--- src/rtl/mc_ctrl_pkg.sv ---
// mc_ctrl_pkg
//   Shared definitions for the multicycle main control unit: FSM state
//   encodings, supported opcodes and the datapath select codes driven by
//   mc_main_control.
package mc_ctrl_pkg;

    typedef enum logic [3:0] {
        ST_IDLE   = 4'd0,
        ST_FETCH  = 4'd1,
        ST_DECODE = 4'd2,
        ST_MEMADR = 4'd3,
        ST_MEMRD  = 4'd4,
        ST_MEMWB  = 4'd5,
        ST_MEMWR  = 4'd6,
        ST_EXEC   = 4'd7,
        ST_RWB    = 4'd8,
        ST_BRANCH = 4'd9,
        ST_JUMP   = 4'd10
    } state_t;

    // Opcodes (IR[31:26])
    localparam logic [5:0] OP_R   = 6'b000000;
    localparam logic [5:0] OP_LW  = 6'b100011;
    localparam logic [5:0] OP_SW  = 6'b101011;
    localparam logic [5:0] OP_BEQ = 6'b000100;
    localparam logic [5:0] OP_J   = 6'b000010;

    // ALUOp codes to ALU control
    localparam logic [1:0] ALUOP_ADD   = 2'b00;
    localparam logic [1:0] ALUOP_SUB   = 2'b01;
    localparam logic [1:0] ALUOP_FUNCT = 2'b10;

    // ALU B operand selects
    localparam logic [1:0] SRCB_REG    = 2'b00;
    localparam logic [1:0] SRCB_FOUR   = 2'b01;
    localparam logic [1:0] SRCB_IMM    = 2'b10;
    localparam logic [1:0] SRCB_IMM_SH = 2'b11;

    // PC source selects
    localparam logic [1:0] PCSRC_ALU    = 2'b00;
    localparam logic [1:0] PCSRC_ALUOUT = 2'b01;
    localparam logic [1:0] PCSRC_JUMP   = 2'b10;

    // States that wait on mem_ready.
    function automatic logic is_mem_wait_state(input state_t s);
        return (s == ST_FETCH) || (s == ST_MEMRD) || (s == ST_MEMWR);
    endfunction

endpackage

--- src/rtl/mc_wait_timer.sv ---
// mc_wait_timer
//   Counts consecutive cycles spent waiting for memory and flags when the
//   MEM_TIMEOUT-th consecutive waiting cycle is in progress.
//   Ports:
//     clk      - clock
//     rst_n    - synchronous active-low reset
//     waiting  - memory state with mem_ready low this cycle
//     clear    - state is changing (or timeout taken); restart the count
//     expired  - this cycle is the MEM_TIMEOUT-th consecutive waiting cycle
module mc_wait_timer #(
    parameter int unsigned MEM_TIMEOUT = 15
) (
    input  logic clk,
    input  logic rst_n,
    input  logic waiting,
    input  logic clear,
    output logic expired
);
    import mc_ctrl_pkg::*;

    logic [7:0] count_q;

    // count_q holds the number of earlier waiting cycles, so the current
    // cycle is number count_q+1.
    assign expired = waiting && (count_q == 8'(MEM_TIMEOUT - 1));

    always_ff @(posedge clk) begin
        if (!rst_n) begin
            count_q <= '0;
        end else if (clear || !waiting) begin
            count_q <= '0;
        end else begin
            count_q <= count_q + 8'd1;
        end
    end

endmodule

--- src/rtl/mc_main_control.sv ---
// mc_main_control
//   Moore main control FSM for a multicycle MIPS-style datapath with
//   memory-ready handshaking and a memory wait timeout.
//   Ports:
//     clk, rst_n            - clock, synchronous active-low reset
//     opcode[5:0]           - IR[31:26], used in DECODE and MEMADR
//     mem_ready             - memory completes the access this cycle
//     PCWrite..ALUSrcA      - datapath strobes/selects
//     ALUSrcB, ALUOp,
//     PCSource [1:0]        - datapath select codes
//     illegal_op            - pulse: unsupported opcode in DECODE
//     mem_err               - pulse: memory wait timed out
//     state[3:0]            - current state (debug)
module mc_main_control #(
    parameter int unsigned MEM_TIMEOUT = 15
) (
    input  logic       clk,
    input  logic       rst_n,
    input  logic [5:0] opcode,
    input  logic       mem_ready,
    output logic       PCWrite,
    output logic       PCWriteCond,
    output logic       IorD,
    output logic       MemRead,
    output logic       MemWrite,
    output logic       IRWrite,
    output logic       MemtoReg,
    output logic       RegDst,
    output logic       RegWrite,
    output logic       ALUSrcA,
    output logic [1:0] ALUSrcB,
    output logic [1:0] ALUOp,
    output logic [1:0] PCSource,
    output logic       illegal_op,
    output logic       mem_err,
    output logic [3:0] state
);
    import mc_ctrl_pkg::*;

    state_t state_q;
    state_t state_d;
    logic   released_q;
    logic   waiting;
    logic   wait_clear;
    logic   expired;

    assign state   = state_q;
    assign waiting = is_mem_wait_state(state_q) && !mem_ready;
    // The timer must restart on every state change, and also on a FETCH
    // timeout, where the state itself does not change.
    assign wait_clear = (state_d != state_q) || expired;
    assign mem_err    = expired;

    mc_wait_timer #(
        .MEM_TIMEOUT(MEM_TIMEOUT)
    ) u_wait_timer (
        .clk     (clk),
        .rst_n   (rst_n),
        .waiting (waiting),
        .clear   (wait_clear),
        .expired (expired)
    );

    // IDLE is held for one cycle after the edge that first samples rst_n
    // high, so the first FETCH lands two edges after reset release.
    always_ff @(posedge clk) begin
        if (!rst_n) begin
            state_q    <= ST_IDLE;
            released_q <= 1'b0;
        end else begin
            state_q    <= state_d;
            released_q <= 1'b1;
        end
    end

    always_comb begin
        state_d     = state_q;
        illegal_op  = 1'b0;
        PCWrite     = 1'b0;
        PCWriteCond = 1'b0;
        IorD        = 1'b0;
        MemRead     = 1'b0;
        MemWrite    = 1'b0;
        IRWrite     = 1'b0;
        MemtoReg    = 1'b0;
        RegDst      = 1'b0;
        RegWrite    = 1'b0;
        ALUSrcA     = 1'b0;
        ALUSrcB     = SRCB_REG;
        ALUOp       = ALUOP_ADD;
        PCSource    = PCSRC_ALU;

        case (state_q)
            ST_IDLE: begin
                if (released_q) begin
                    state_d = ST_FETCH;
                end
            end

            ST_FETCH: begin
                MemRead  = 1'b1;
                ALUSrcB  = SRCB_FOUR;
                IRWrite  = mem_ready;
                PCWrite  = mem_ready;
                if (mem_ready) begin
                    state_d = ST_DECODE;
                end
                // On timeout the fetch is simply re-issued (stay in FETCH).
            end

            ST_DECODE: begin
                ALUSrcB = SRCB_IMM_SH;
                case (opcode)
                    OP_R:         state_d = ST_EXEC;
                    OP_LW, OP_SW: state_d = ST_MEMADR;
                    OP_BEQ:       state_d = ST_BRANCH;
                    OP_J:         state_d = ST_JUMP;
                    default: begin
                        state_d    = ST_FETCH;
                        illegal_op = 1'b1;
                    end
                endcase
            end

            ST_MEMADR: begin
                ALUSrcA = 1'b1;
                ALUSrcB = SRCB_IMM;
                state_d = (opcode == OP_LW) ? ST_MEMRD : ST_MEMWR;
            end

            ST_MEMRD: begin
                MemRead = 1'b1;
                IorD    = 1'b1;
                if (mem_ready) begin
                    state_d = ST_MEMWB;
                end else if (expired) begin
                    state_d = ST_FETCH;
                end
            end

            ST_MEMWB: begin
                MemtoReg = 1'b1;
                RegWrite = 1'b1;
                state_d  = ST_FETCH;
            end

            ST_MEMWR: begin
                MemWrite = 1'b1;
                IorD     = 1'b1;
                if (mem_ready || expired) begin
                    state_d = ST_FETCH;
                end
            end

            ST_EXEC: begin
                ALUSrcA = 1'b1;
                ALUSrcB = SRCB_REG;
                ALUOp   = ALUOP_FUNCT;
                state_d = ST_RWB;
            end

            ST_RWB: begin
                RegDst   = 1'b1;
                RegWrite = 1'b1;
                state_d  = ST_FETCH;
            end

            ST_BRANCH: begin
                ALUSrcA     = 1'b1;
                ALUSrcB     = SRCB_REG;
                ALUOp       = ALUOP_SUB;
                PCWriteCond = 1'b1;
                PCSource    = PCSRC_ALUOUT;
                state_d     = ST_FETCH;
            end

            ST_JUMP: begin
                PCWrite  = 1'b1;
                PCSource = PCSRC_JUMP;
                state_d  = ST_FETCH;
            end

            default: begin
                state_d = ST_IDLE;
            end
        endcase
    end

endmodule
--- config.mk ---
export PLATFORM = sky130hd
export DESIGN_NAME = mc_main_control
export DESIGN_NICKNAME = d
export VERILOG_FILES = /design/src/rtl/mc_ctrl_pkg.sv /design/src/rtl/mc_wait_timer.sv /design/src/rtl/mc_main_control.sv
export SDC_FILE = /design/constraint.sdc
export NUM_CORES = 1
export LEC_CHECK = 0
export CORE_ASPECT_RATIO = 0.7
export CORE_MARGIN = 3
export CORE_UTILIZATION = 40
export CTS_BUF_LIST = sky130_fd_sc_hd__clkbuf_2
export DETAILED_ROUTE_END_ITERATION = 16
export GPL_ROUTABILITY_DRIVEN = 1
export PLACE_DENSITY = 0.76
export SLEW_MARGIN = 30
export SYNTH_ARGS = -nofsm -noshare
export SYNTH_HDL_FRONTEND = slang
export SYNTH_SLANG_ARGS = --single-unit
--- constraint.sdc ---
create_clock -name clk -period 1.81 [get_ports clk]
set_input_delay 0.543 -clock clk [delete_from_list [all_inputs] [get_ports clk]]
set_output_delay 0.543 -clock clk [all_outputs]
set_load 0.1 [all_outputs]
==> results of run 1 <==
[cell families after synthesis]
family | share of synthesized area [%]
AND/OR/NAND/NOR | 32.9
AO/OA/AOI/OAI | 18.0
flip-flops | 31.5
buffers and inverters | 6.06
XOR/XNOR | 8.49
adder cells (fa/ha/maj) | 3.03
[cells in the mapped netlist, drive strengths merged (4+ instances only)]
cell type | count | area [um^2]
nand2 | 8 | 30.0
nand2b | 4 | 25.0
dfxtp | 13 | 260
clkbuf | 4 | 15.0
inv | 4 | 15.0
xor2 | 6 | 52.6
nor3 | 4 | 20.0
nand3 | 5 | 25.0
nor2 | 19 | 71.3
[through the flow]
step | setup TNS (ns) | instance area (um^2) | instances | hold WS [ns]
after floorplan | -7.94 | 1020 | 108 | 0.438
after global placement | -2.20 | 1670 | 175 | 0.464
after detailed placement | -2.54 | 1670 | 175 | 0.506
==> impl_metrics.py, run 1 <==
metrics = {
    "cts": {
        "cts.path.max_buffers": 2,
        "cts_resized": 29,
        "cts_sinks": 13,
        "cts_buffers": 3,
        "post_cts_buffers": 8,
        "htreeDepth": 1,
        "hold_buffers": 0,
        "root_buffer": "clkbuf_2",
    },
    "placed_design": {
        "portBuffers": 30,
        "dp_hpwl_um": 2340,
        "gp_congestion": 0.918,
        "pre_cts_slack_ns": -0.866,
    },
    "synthesis": {
        "syn_inst": 108,
        "synth-async-reset-ratio_pct": 0,
        "ys_seq_elements": 13,
        "synthesis.nets": 119,
        "syn_avg_cell_area_um2": 7.65,
        "synth-edff-count": 0,
        "ys.flop_type": "dfxtp_1",
        "ys_seq_area_share_pct": 31.5,
        "ys_types": 38,
        "yosysWarnings": 0,
        "syn-cell-area_um2": 826,
    },
    "floorplanning": {
        "die_y_um": 44.0,
        "ioPinCount": 31,
        "rows": 13,
        "die_x_um": 60.3,
        "floorplan.initialDensity_pct": 43.4,
    },
    "outcome": {
        "error_line": "[ERROR DPL-0033] detailed placement checks failed during check placement.",
        "haltStage": "4_1_cts",
        "status": "aborted with a tool error",
    },
}
==> run 2: changes to the inputs <==
--- a/config.mk
+++ b/config.mk
@@ -5,13 +5,11 @@
 export SDC_FILE = /design/constraint.sdc
 export NUM_CORES = 1
 export LEC_CHECK = 0
-export CORE_ASPECT_RATIO = 0.7
-export CORE_MARGIN = 3
-export CORE_UTILIZATION = 40
-export CTS_BUF_LIST = sky130_fd_sc_hd__clkbuf_2
+export CORE_AREA = 3 3 64 66
 export DETAILED_ROUTE_END_ITERATION = 16
+export DIE_AREA = 0 0 67 69
 export GPL_ROUTABILITY_DRIVEN = 1
-export PLACE_DENSITY = 0.76
+export PLACE_DENSITY_LB_ADDON = 0.15
 export SLEW_MARGIN = 30
 export SYNTH_ARGS = -nofsm -noshare
 export SYNTH_HDL_FRONTEND = slang
==> constraint.sdc (replaced) <==
create_clock -name clk -period 2.35 [get_ports clk]
set_input_delay 0.705 -clock clk [delete_from_list [all_inputs] [get_ports clk]]
set_output_delay 0.705 -clock clk [all_outputs]
set_load 0.1 [all_outputs]
==> impl_metrics.py, run 2 <==
metrics = {
    "outcome": {
        "status": "finished, violations left",
        "violations": "setup timing",
    },
    "finish": {
        "stdcell_area_um2": 1810,
        "fin_cells": 203,
        "final_cell_mix": "21 x buf_12, 19 x buf_4, 12 x nor2_1",
        "n_antenna_cell": 0,
        "layout_commonest_cell": "buf_12",
        "final_util_pct": 49.7,
        "largest-register": "u_wait_timer.count_q",
        "area_growth_pct": 119,
        "final_layout_size_suffix_gt1_share_pct": 51.6,
        "nNetsFinal": 167,
        "largest_reg_flops": 8,
        "fillerInstances": 341,
    },
    "synthesis": {
        "syn_avg_cell_area_um2": 7.65,
        "ys.flop_type": "dfxtp_1",
        "syn_inst": 108,
        "yosysTopAreaCell": "dfxtp_1",
        "yosysMostFrequentCell": "nor2_1",
        "synth_common_cells": "19 x nor2_1, 13 x dfxtp_1, 8 x nand2_1",
        "syn-cell-area_um2": 826,
        "ys_seq_elements": 13,
        "ys_types": 38,
        "yosysWarnings": 0,
        "ys_seq_area_share_pct": 31.5,
        "netlist.area_leader.share_pct": 31.5,
        "synthTopCellsByArea": "dfxtp_1 32%, nor2_1 8.6%, xor2_1 6.4%",
        "synthesis.nets": 119,
        "synth-async-reset-ratio_pct": 0,
        "synth-edff-count": 0,
    },
    "flow_run": {
        "maxCapViolations": 0,
    },
    "timing": {
        "setup_viol": 2,
        "max_slew.worst_pin.slew_ns": 0.396,
        "layout_setup_ws_ns": -0.0260,
        "final_hold_viol_count": 0,
        "finalMaxSlewViolations": 0,
        "max_freq_mhz": 421,
        "period_minus_slack_ns": 2.38,
        "finalCritPeriodShare_pct": 101,
        "relSlewSlack_pct": 73.3,
        "grt_setup_unrepaired": "yes",
        "fin_worst_skew_ns": 0.00243,
    },
    "cts": {
        "clk_latency_ns": 0.24,
        "root_buffer": "clkbuf_8",
        "cts_tree": "yes",
        "cts.path.max_buffers": 2,
        "cts_buffers": 3,
        "cts_sinks": 13,
        "htreeDepth": 1,
        "path_clk_slew_ns": 0.05,
    },
    "detailed_routing": {
        "drt_first_pass_iters": 4,
        "vias": 947,
        "drc_errors": 0,
        "vias_per_cell": 4.67,
        "wirelength_um": 2800,
        "ant_nets": 0,
        "wl_per_cell_um": 13.8,
        "drt_iter0_markers": 36,
    },
    "critical_path": {
        "reg2reg_depth": 7,
        "setup.worst_path.end": "illegal_op",
        "critPathLaunchType": "input port",
        "cp_data_arrival_time_ns": 1.67,
        "cp-startpoint": "opcode[5]",
        "required_ns": 1.64,
        "worstSetupEndpointType": "output port",
        "cp_max_fo": 3,
        "r2r_slack_ns": 0.67,
        "reg2reg_to": "state[0]",
        "timing.rr.start": "state[0]",
        "path_class": "input port to output port",
    },
    "global_route": {
        "grt_antenna_before_repair": 0,
        "grt_overflow": 0,
        "grt_start_max_net_pins": 16,
        "grt_pass1_wl_um": 4660,
        "grt_pass1_vias": 992,
        "grt_usage_pct": 12.7,
    },
    "power": {
        "p_clk_share_pct": 24.7,
        "comb_power_share_pct": 46.2,
        "switching_share_pct": 37.9,
        "power_mw": 0.788,
        "p_per_area_nw_per_um2": 436,
        "p_int_mw": 0.490,
        "leakage_nw": 0.655,
        "pwr-share-seq_pct": 29.1,
        "peakVddDrop_mv": 0.262,
        "p_sw_mw": 0.298,
    },
    "floorplanning": {
        "die_area_um2": 4620,
        "floorplan.initialDensity_pct": 22.7,
        "ioPinCount": 31,
        "die_y_um": 69,
        "rows": 22,
        "core_um2": 3630,
        "die_x_um": 67,
    },
    "placed_design": {
        "portBuffers": 30,
        "placed_cells": 193,
        "dp_hpwl_um": 2150,
        "place_area_um2": 1670,
        "gp_congestion": 0.788,
    },
    "worst_hold_path": {
        "hp-class": "register to register",
        "min-delay-start": "state[2]",
    },
}
run 2: cell families (layout without fill, tap and decap cells):
family                     Yosys count  count (layout)  share of synthesized area [%]
and+or+nand+nor                     54              54                           32.9
AOI/OAI and AO/OA                   20              20                           18.0
DFF                                 13              13                           31.5
buffers and inverters               11              58                           6.06
xor gates and xnor gates             8               8                           8.49
adders and majority gates            2               2                           3.03
run 2: through the flow:
step,setup slack [ns],TNS (ns),hold WS (ns)
finish,-0.0260,-0.0295,0.490
global route,-0.0795,-0.137,0.505
CTS,-0.0296,-0.0343,0.495
detailed placement,-0.701,-1.31,0.483
global placement,-0.598,-1.11,0.461
floorplan,-0.600,-1.36,0.438
run 2: worst min-delay path by stage:
stage | end | cells past startpoint
4_1_cts | u_wait_timer.count_q[0] | 1
5_1_grt | state[2] | 1
2_1_floorplan | u_wait_timer.count_q[0] | 1
3_5_place_dp | u_wait_timer.count_q[0] | 1
6_report | state[2] | 1
3_3_place_gp | u_wait_timer.count_q[0] | 1
run 2: area by class of cell:
| class | instances | area [um^2] | share of cell area, % |
|---|---|---|---|
| timing repair buffer | 50 | 676 | 37.4 |
| multi-input combinational | 84 | 734 | 40.7 |
| sequential | 13 | 275 | 15.2 |
| inverter | 4 | 15.0 | 0.832 |
| tap | 48 | 60.1 | 3.33 |
| clock buffer | 4 | 45.0 | 2.49 |
run 2: what timing repair did:
action,4_1_cts,5_1_grt
hold buffers,0,0
setup buffers,3,3
pin swaps,6,2
endpoints found under the setup margin,4,4
gates resized for setup,36,2
run 2: power groups by stage:
stage / combinational (mW) / clock, mW / sequential, mW
3_3_place_gp: 0.339 / 0 / 0.234
2_1_floorplan: 0.198 / 0 / 0.265
5_1_grt: 0.379 / 0.212 / 0.230
6_report: 0.364 / 0.195 / 0.229
4_1_cts: 0.356 / 0.201 / 0.229
3_5_place_dp: 0.341 / 0 / 0.234
run 2: routing by layer:
layer  track usage [%]  routed length, um  up-vias
met5                 0                  0        -
met3              3.26                 97        2
li1                  -                  -      478
met1              15.7               1250      446
met2              21.7               1430       21
met4              2.93                 12        0
run 2: worst max-delay path: stages:
cell and delay (ns):
buf_8 0.09, nor3_4 0.05, a31oi_4 0.16, o2bb2ai_2 0.10, a2111oi_4 0.35, buf_12 0.22
No activity file was read; power rests on OpenSTA's default activity.
==> run 3: changes to the inputs <==
--- a/config.mk
+++ b/config.mk
@@ -14,3 +14,4 @@
 export SYNTH_ARGS = -nofsm -noshare
 export SYNTH_HDL_FRONTEND = slang
 export SYNTH_SLANG_ARGS = --single-unit
+export TNS_END_PERCENT = 1
==> impl_metrics.py, run 3 (same netlist as run 2, synthesis figures left out) <==
metrics = {
    "detailed_routing": {
        "wirelength_um": 2750,
        "drt_iter0_markers": 62,
        "drc_errors": 0,
        "ant_nets": 0,
        "vias": 938,
        "drt_first_pass_iters": 4,
        "vias_per_cell": 4.74,
        "wl_per_cell_um": 13.9,
    },
    "global_route": {
        "grt_pass1_wl_um": 4760,
        "grt_busiest_layer": "met2",
        "grt_util_met3_pct": 3.75,
        "grt_overflow": 0,
        "grt_use_met1_pct": 15.7,
        "grt_antenna_before_repair": 0,
        "grt_usage_pct": 12.8,
        "use_met2_pct": 20.4,
        "grt_start_max_net_pins": 14,
        "grt_pass1_vias": 976,
    },
    "placed_design": {
        "portBuffers": 30,
        "gp_congestion": 0.915,
        "dp_hpwl_um": 2060,
        "pre_cts_slack_ns": -0.665,
    },
    "floorplanning": {
        "die_x_um": 67,
        "die_y_um": 69,
        "die_area_um2": 4620,
        "ioPinCount": 31,
        "rows": 22,
        "core_um2": 3630,
        "floorplan.initialDensity_pct": 22.7,
    },
    "critical_path": {
        "required_ns": 1.64,
        "timing.rr.start": "state[0]",
        "cpPeakStageDelay_ns": 0.35,
        "path_cells": "buf_8, nor3_4, a31oi_4, o2bb2ai_4, a2111oi_4, buf_12",
        "reg2reg_depth": 5,
        "reg2reg_to": "state[0]",
        "critPathLaunchType": "input port",
        "worstSetupEndpointType": "output port",
        "cp_max_fo": 3,
        "r2r_slack_ns": 0.76,
        "path_class": "input port to output port",
        "cp_data_arrival_time_ns": 1.70,
        "slowest_stage": "a2111oi_4",
    },
    "timing": {
        "period_minus_slack_ns": 2.41,
        "layout_setup_ws_ns": -0.0574,
        "max_slew.worst_pin.slew_ns": 0.410,
        "grt_setup_unrepaired": "yes",
        "final_hold_viol_count": 0,
        "finalMaxSlewViolations": 0,
        "finalCritPeriodShare_pct": 102,
        "max_freq_mhz": 415,
        "relSlewSlack_pct": 72.4,
        "setup_viol": 2,
        "holdWs_ns": 0.480,
        "fin_tns_setup_ns": -0.0780,
        "fin_worst_skew_ns": 0.00188,
    },
    "cts": {
        "hold_buffers": 0,
        "cts_sinks": 13,
        "path_clk_slew_ns": 0.05,
        "root_buffer": "clkbuf_8",
        "cts.path.max_buffers": 2,
        "cts_tree": "yes",
        "clk_latency_ns": 0.24,
        "htreeDepth": 1,
        "cts_buffers": 3,
    },
    "power": {
        "p_sw_mw": 0.283,
        "leakage_nw": 0.611,
        "comb_power_share_pct": 42.9,
        "peakVddDrop_mv": 0.243,
        "pwr-share-seq_pct": 31.0,
        "p_clk_share_pct": 26.1,
        "p_int_mw": 0.463,
        "p_per_area_nw_per_um2": 450,
        "switching_share_pct": 38.0,
    },
    "worst_hold_path": {
        "holdPathStages": 1,
        "hp-class": "register to register",
        "min_to": "u_wait_timer.count_q[0]",
        "min-delay-start": "u_wait_timer.count_q[0]",
    },
    "flow_run": {
        "maxCapViolations": 0,
    },
    "finish": {
        "n_antenna_cell": 0,
        "final_util_pct": 45.7,
        "largest-register": "u_wait_timer.count_q",
        "area_growth_pct": 101,
        "final_cell_mix": "19 x buf_12, 18 x buf_4, 11 x nor2_1",
        "largest_reg_flops": 8,
        "final_layout_size_suffix_gt1_share_pct": 48.0,
        "layout_commonest_cell": "buf_12",
        "nNetsFinal": 162,
    },
    "outcome": {
        "violations": "setup timing",
        "status": "finished, violations left",
    },
}
==> run 3: cell types whose count changed in the layout (fill, tap and decap cells not counted), moves of 2 or more <==
cell	before	now
nor2_2	0	6
nor2_4	7	2
buf_6	4	1
nand2b_4	3	0
buf_12	21	19
nand2b_2	0	2
==> run 3: area by class of cell <==
class                      instances  area, um^2
fill                             379        1970
multi-input combinational         84         657
timing repair buffer              45         609
sequential                        13         273
tap                               48        60.1
clock buffer                       4        45.0
inverter                           4        15.0
==> run 3: worst max-delay path: cells and delay by family <==
kind	cells	cell delay, ns
AO/OA/AOI/OAI	3	0.64
buffers and inverters	2	0.31
AND/OR/NAND/NOR	1	0.05
==> run 3: power by group through the flow <==
stage | Sequential, mW | Combinational, mW | Clock (mW)
after global routing | 0.233 | 0.338 | 0.217
after detailed placement | 0.241 | 0.300 | 0
after global placement | 0.240 | 0.299 | 0
after floorplan | 0.264 | 0.163 | 0
final | 0.232 | 0.320 | 0.195
after CTS | 0.231 | 0.321 | 0.200
==> run 3: how the worst max path moves through the flow <==
stage                     startpoint          to  slack, ns  cells after the start
after detailed placement   opcode[0]  illegal_op      -0.66                      6
after floorplan            opcode[3]  illegal_op      -0.60                      4
after global routing       opcode[0]  illegal_op      -0.13                      6
final                      opcode[0]  illegal_op      -0.06                      6
after CTS                  opcode[1]  illegal_op      -0.04                      5
after global placement     opcode[0]  illegal_op      -0.62                      6
==> run 3: per-layer routing <==
layer | part of all wire, % | up-vias | routed length, um
met5 | 0 | - | 0
met4 | 1.6 | 0 | 44
met3 | 8.6 | 4 | 236
met2 | 49 | 39 | 1350
met1 | 41 | 435 | 1110
li1 | - | 460 | -
==> run 3: repair_timing <==
| action | CTS | global route |
|---|---|---|
| gates resized for setup | 35 | 2 |
| setup buffers | 4 | 0 |
| endpoints found under the setup margin | 4 | 4 |
| pin swaps | 5 | 0 |
| endpoints found under the hold margin | 0 | 0 |
==> run 3: per-stage QoR <==
step	std cells	total power [mW]	area, um^2
2_1_floorplan	108	0.427	957
3_3_place_gp	190	0.539	1540
3_5_place_dp	190	0.540	1540
4_1_cts	198	0.751	1650
5_1_grt	198	0.788	1660
6_report	198	0.747	1660
